$ cat src/rtl/rr_output_arbiter.sv
// Round-robin arbiter for one router output port; grants one input and holds it head-to-tail.
// Latency: request to registered grant is 1 cycle; one idle bubble follows every release.
// Backpressure: out_ready_i gates transfer_o; a stalled or invalid owner keeps the grant.
module rr_output_arbiter #(
  parameter int                NUM_IN  = 4,
  parameter int                ADDR_W  = 3,
  parameter logic [ADDR_W-1:0] PORT_ID = '0,
  parameter bit                LOCK_EN = 1'b1,
  parameter int                IDX_W   = $clog2(NUM_IN)
) (
  input  logic                     clk,
  input  logic                     reset,
  input  logic [NUM_IN*ADDR_W-1:0] nexthop_addr_i,
  input  logic [NUM_IN-1:0]        valid_i,
  input  logic [NUM_IN-1:0]        tail_i,
  input  logic                     out_ready_i,
  output logic [NUM_IN-1:0]        grant_o,
  output logic [IDX_W-1:0]         grant_idx_o,
  output logic                     grant_valid_o,
  output logic                     transfer_o,
  output logic [IDX_W-1:0]         rr_ptr_o
);

  typedef enum logic {
    IDLE   = 1'b0,
    LOCKED = 1'b1
  } state_t;

  localparam logic [IDX_W-1:0] LAST_IDX = IDX_W'(NUM_IN - 1);
  localparam logic [IDX_W:0]   NUM_IN_W = (IDX_W + 1)'(NUM_IN);

  state_t              state_q, state_d;
  logic [NUM_IN-1:0]   grant_q, grant_d;
  logic [IDX_W-1:0]    grant_idx_q, grant_idx_d;
  logic                grant_valid_q, grant_valid_d;
  logic [IDX_W-1:0]    rr_ptr_q, rr_ptr_d;

  logic [NUM_IN-1:0]   req;
  logic                req_found;
  logic [IDX_W-1:0]    sel_idx;
  logic                transfer;
  logic                release_pkt;
  logic [IDX_W-1:0]    ptr_after_owner;

  for (genvar g = 0; g < NUM_IN; g++) begin : g_req
    assign req[g] = valid_i[g] & (nexthop_addr_i[g*ADDR_W +: ADDR_W] == PORT_ID);
  end

  // Cyclic scan from rr_ptr; the modulo is done by a single conditional subtract
  // so non-power-of-two NUM_IN wraps correctly.
  always_comb begin
    logic [IDX_W:0] cand;
    req_found = 1'b0;
    sel_idx   = '0;
    cand      = '0;
    for (int k = 0; k < NUM_IN; k++) begin
      cand = {1'b0, rr_ptr_q} + (IDX_W + 1)'(k);
      if (cand >= NUM_IN_W) begin
        cand = cand - NUM_IN_W;
      end
      if (!req_found && req[cand[IDX_W-1:0]]) begin
        req_found = 1'b1;
        sel_idx   = cand[IDX_W-1:0];
      end
    end
  end

  assign transfer        = grant_valid_q & valid_i[grant_idx_q] & out_ready_i;
  assign release_pkt     = transfer & (!LOCK_EN | tail_i[grant_idx_q]);
  assign ptr_after_owner = (grant_idx_q == LAST_IDX) ? '0 : grant_idx_q + 1'b1;

  always_comb begin
    state_d       = state_q;
    grant_d       = grant_q;
    grant_idx_d   = grant_idx_q;
    grant_valid_d = grant_valid_q;
    rr_ptr_d      = rr_ptr_q;
    case (state_q)
      IDLE: begin
        if (req_found) begin
          state_d          = LOCKED;
          grant_d          = '0;
          grant_d[sel_idx] = 1'b1;
          grant_idx_d      = sel_idx;
          grant_valid_d    = 1'b1;
        end
      end
      LOCKED: begin
        // Body flits carry no address, so only the owner's valid/tail matter here.
        if (release_pkt) begin
          state_d       = IDLE;
          grant_d       = '0;
          grant_valid_d = 1'b0;
          rr_ptr_d      = ptr_after_owner;
        end
      end
      default: begin
        state_d       = IDLE;
        grant_d       = '0;
        grant_valid_d = 1'b0;
      end
    endcase
  end

  always_ff @(posedge clk) begin
    if (reset) begin
      state_q       <= IDLE;
      grant_q       <= '0;
      grant_idx_q   <= '0;
      grant_valid_q <= 1'b0;
      rr_ptr_q      <= '0;
    end else begin
      state_q       <= state_d;
      grant_q       <= grant_d;
      grant_idx_q   <= grant_idx_d;
      grant_valid_q <= grant_valid_d;
      rr_ptr_q      <= rr_ptr_d;
    end
  end

  assign grant_o       = grant_q;
  assign grant_idx_o   = grant_idx_q;
  assign grant_valid_o = grant_valid_q;
  assign transfer_o    = transfer;
  assign rr_ptr_o      = rr_ptr_q;

endmodule

$ cat config.mk
export PLATFORM = sky130hd
export DESIGN_NAME = rr_output_arbiter
export DESIGN_NICKNAME = d
export VERILOG_FILES = /design/src/rtl/rr_output_arbiter.sv
export SDC_FILE = /design/constraint.sdc
export NUM_CORES = 1
export LEC_CHECK = 0
export CORE_MARGIN = 1.5
export CORE_UTILIZATION = 35
export DETAILED_ROUTE_END_ITERATION = 10
export GPL_TIMING_DRIVEN = 0
export PLACE_DENSITY = 0.71
export SETUP_SLACK_MARGIN = 0.3
export SLEW_MARGIN = 40
export SYNTH_ARGS = -nofsm -noshare
export SYNTH_HDL_FRONTEND = slang
export SYNTH_SLANG_ARGS = --single-unit
$ cat constraint.sdc
create_clock -name clk -period 1.8 [get_ports clk]
set_clock_uncertainty 0.05 [all_clocks]
set_input_delay 0.18 -clock clk [delete_from_list [all_inputs] [get_ports clk]]
set_output_delay 0.18 -clock clk [all_outputs]
set_load 0.05 [all_outputs]
==> impl_metrics.env <==
export IMPL_startpoint_type="register"
export IMPL_fmax_mhz=593
export IMPL_rr_endpoint="rr_ptr_o[1]$_SDFFE_PP0P_"
export IMPL_synthFlopType="dfxtp_1"
export IMPL_ys_types=43
export IMPL_holdWs_ns=0.447
export IMPL_place_hpwl_mm=1.53
export IMPL_layout_commonest_cell="dlygate4sd2_1"
export IMPL_cp_end_kind="register"
export IMPL_die_area_um2=2390
export IMPL_dp_cells=135
export IMPL_initial_core_util_pct=37.5
export IMPL_dr_pass1_iters=4
export IMPL_place_congestion=0.748
export IMPL_ant_nets=0
export IMPL_peakVddDrop_mv=0.487
export IMPL_die_height_um=48.8
export IMPL_cts_buffer_depth=2
export IMPL_postPlaceCellArea_um2=1100
export IMPL_finalCriticalPeriod_ns=1.69
export IMPL_cts_tree="yes"
export IMPL_drt_iter0_drc=7
export IMPL_io_buffers=32
export IMPL_worstPathCellList="mux4_2, buf_6, or3_4, a21oi_2"
export IMPL_synth_edf_count=0
export IMPL_maxCapViolCount=0
export IMPL_finalSetupViolCount=0
export IMPL_powerDensity_nw_per_um2=487
export IMPL_reg2regPathDepth=4
export IMPL_wire_per_inst_um=15.4
export IMPL_wirelength_mm=2.26
export IMPL_ys_seq_area_share_pct=27.2
export IMPL_synthCells=76
export IMPL_crit_start="grant_idx_o[0]$_SDFFE_PP0P_"
export IMPL_syn_num_nets=100
export IMPL_cts_reportedPaths_clkPinSlew_ns=0.07
export IMPL_grt_pass1_vias=809
export IMPL_clkSinkCount=10
export IMPL_r2r_slack_ns=0.11
export IMPL_clock_latency_ns=0.28
export IMPL_io_pin_count=33
export IMPL_power_leakage_nw=0.478
export IMPL_rsz0062_at_grt="yes"
export IMPL_status="finished, final reports clean"
export IMPL_tightest_slew_ns=0.651
export IMPL_ys_warn_count=0
export IMPL_power_total_mw=0.590
export IMPL_endpoint="rr_ptr_o[1]$_SDFFE_PP0P_"
export IMPL_grt_overflow=0
export IMPL_async_flop_share_pct=0
export IMPL_nNetsFinal=145
export IMPL_fill_cells=183
export IMPL_clock_root_buffer="clkbuf_4"
export IMPL_maxSlewViolCount=0
export IMPL_antenna_found_initial=0
export IMPL_cts_htree_levels=1
export IMPL_hold_class="register to register"
export IMPL_finalCritPeriodShare_pct=93.6
export IMPL_num_rows=16
export IMPL_post_place_ws_ns=-0.376
export IMPL_max_slew_margin_pct=56.0
export IMPL_cts_made_buffers=3
export IMPL_worst_slack_ns=0.114
export IMPL_multiInputGateArea_um2=581
export IMPL_final_core_util_pct=61.8
export IMPL_cp_max_fo=5
export IMPL_crit_slowest_cell="mux4_2"
export IMPL_mostFrequentLayoutCells="12 x dlygate4sd2_1, 7 x buf_2, 7 x buf_4"
export IMPL_ys_ff_latch=10
export IMPL_drcViolationCount=0
export IMPL_seqCellArea_um2=208
export IMPL_hold_viol=0
export IMPL_area_growth_pct=64.8
export IMPL_core_um2=1960
export IMPL_drive_gt1_share_pct=45.0
export IMPL_tns_ns=0
export IMPL_synth_area_um2=736
export IMPL_required_ns=1.95
export IMPL_avgSynthCellArea_um2=9.68
export IMPL_grt_max_degree=11
export IMPL_max_stage_delay_ns=0.54
export IMPL_stdcell_area_um2=1210
export IMPL_antenna_cells_inserted=0
export IMPL_chipWidth_um=48.8
export IMPL_rr_startpoint="grant_idx_o[0]$_SDFFE_PP0P_"
export IMPL_path_class="register to register"
export IMPL_stdcell_count=147
export IMPL_vias=817
export IMPL_grt_pass1_wl_mm=3.66
export IMPL_gr_usage_all_layers_pct=19.9
export IMPL_cp_arrival_ns=1.84
export IMPL_via_per_inst=5.56
-- critical path: cells and delay by family (launching register included) --
| kind | cells | cell delay (ns) |
|---|---|---|
| AOI/OAI and AO/OA | 1 | 0.13 |
| buffers and inverters | 1 | 0.15 |
| DFF | 1 | 0.38 |
| muxes | 1 | 0.54 |
| and+or+nand+nor | 1 | 0.36 |
-- how the worst min path moves through the flow --
stage	start	cells past startpoint	endpoint
6_report	grant_valid_o$_SDFFE_PP0P_	2	grant_valid_o$_SDFFE_PP0P_
5_1_grt	grant_valid_o$_SDFFE_PP0P_	2	grant_valid_o$_SDFFE_PP0P_
4_1_cts	nexthop_addr_i[4]	5	state_q$_SDFF_PP0_
3_5_place_dp	grant_valid_o$_SDFFE_PP0P_	2	grant_valid_o$_SDFFE_PP0P_
3_3_place_gp	grant_valid_o$_SDFFE_PP0P_	2	grant_valid_o$_SDFFE_PP0P_
2_1_floorplan	reset	2	grant_o[3]$_SDFFE_PP0P_
-- sequential cells by signal, summed over array words and instances (netlist names) --
name	count
state_q	1
grant_o	4
rr_ptr_o	2
grant_valid_o	1
grant_idx_o	2
-- Yosys cell counts, types with 2 or more instances --
library cell / count / area, µm²
nor3b_1: 2 / 15.0
dfxtp_1: 10 / 200
a21oi_1: 6 / 30.0
nand2b_1: 2 / 12.5
a32o_1: 2 / 20.0
nor4b_1: 2 / 17.5
inv_1: 3 / 11.3
nand2_1: 5 / 18.8
nand3b_1: 2 / 15.0
or4b_4: 3 / 41.3
o21ai_0: 3 / 15.0
a211oi_1: 2 / 15.0
nor2_1: 4 / 15.0
-- layer usage --
metal	GRT usage (%)	part of all wire (%)	vias to the layer above
li1	-	-	396
met4	10.0	3.1	0
met1	24.3	42	387
met2	32.9	49	25
met3	4.29	5.9	9
met5	0	0	-
-- power by group --
| part | internal (mW) | total [mW] | switching [mW] |
|---|---|---|---|
| clock network | 0.0860 | 0.173 | 0.0872 |
| registers | 0.229 | 0.237 | 0.00804 |
| logic | 0.0861 | 0.179 | 0.0933 |
| total | 0.401 | 0.590 | 0.189 |
-- cells by family after synthesis --
logic type	after synthesis	synth area share (%)
muxes	2	4.42
adders and majority gates	1	1.70
and+or+nand+nor	29	28.4
AOI/OAI and AO/OA	27	33.5
buffers and inverters	7	4.76
DFF	10	27.2
-- repair_timing --
item / in CTS / in global routing
endpoints found under the hold margin: 0 / 0
pin swaps: 13 / 3
hold buffers: 0 / 0
buffers inserted: 4 / 4
endpoints found under the setup margin: 20 / 11
resized for setup: 61 / 17
-- area by class of cell --
cell class / instances / share of cell area, %
repair buffers: 40 / 27.1
well taps: 27 / 2.79
clock buffers: 4 / 2.17
multi-input cells: 59 / 47.9
inverters: 4 / 1.24
plain buffers: 3 / 1.65
flip-flops and latches: 10 / 17.1
Note: power is estimated with default switching activity, not from simulation.
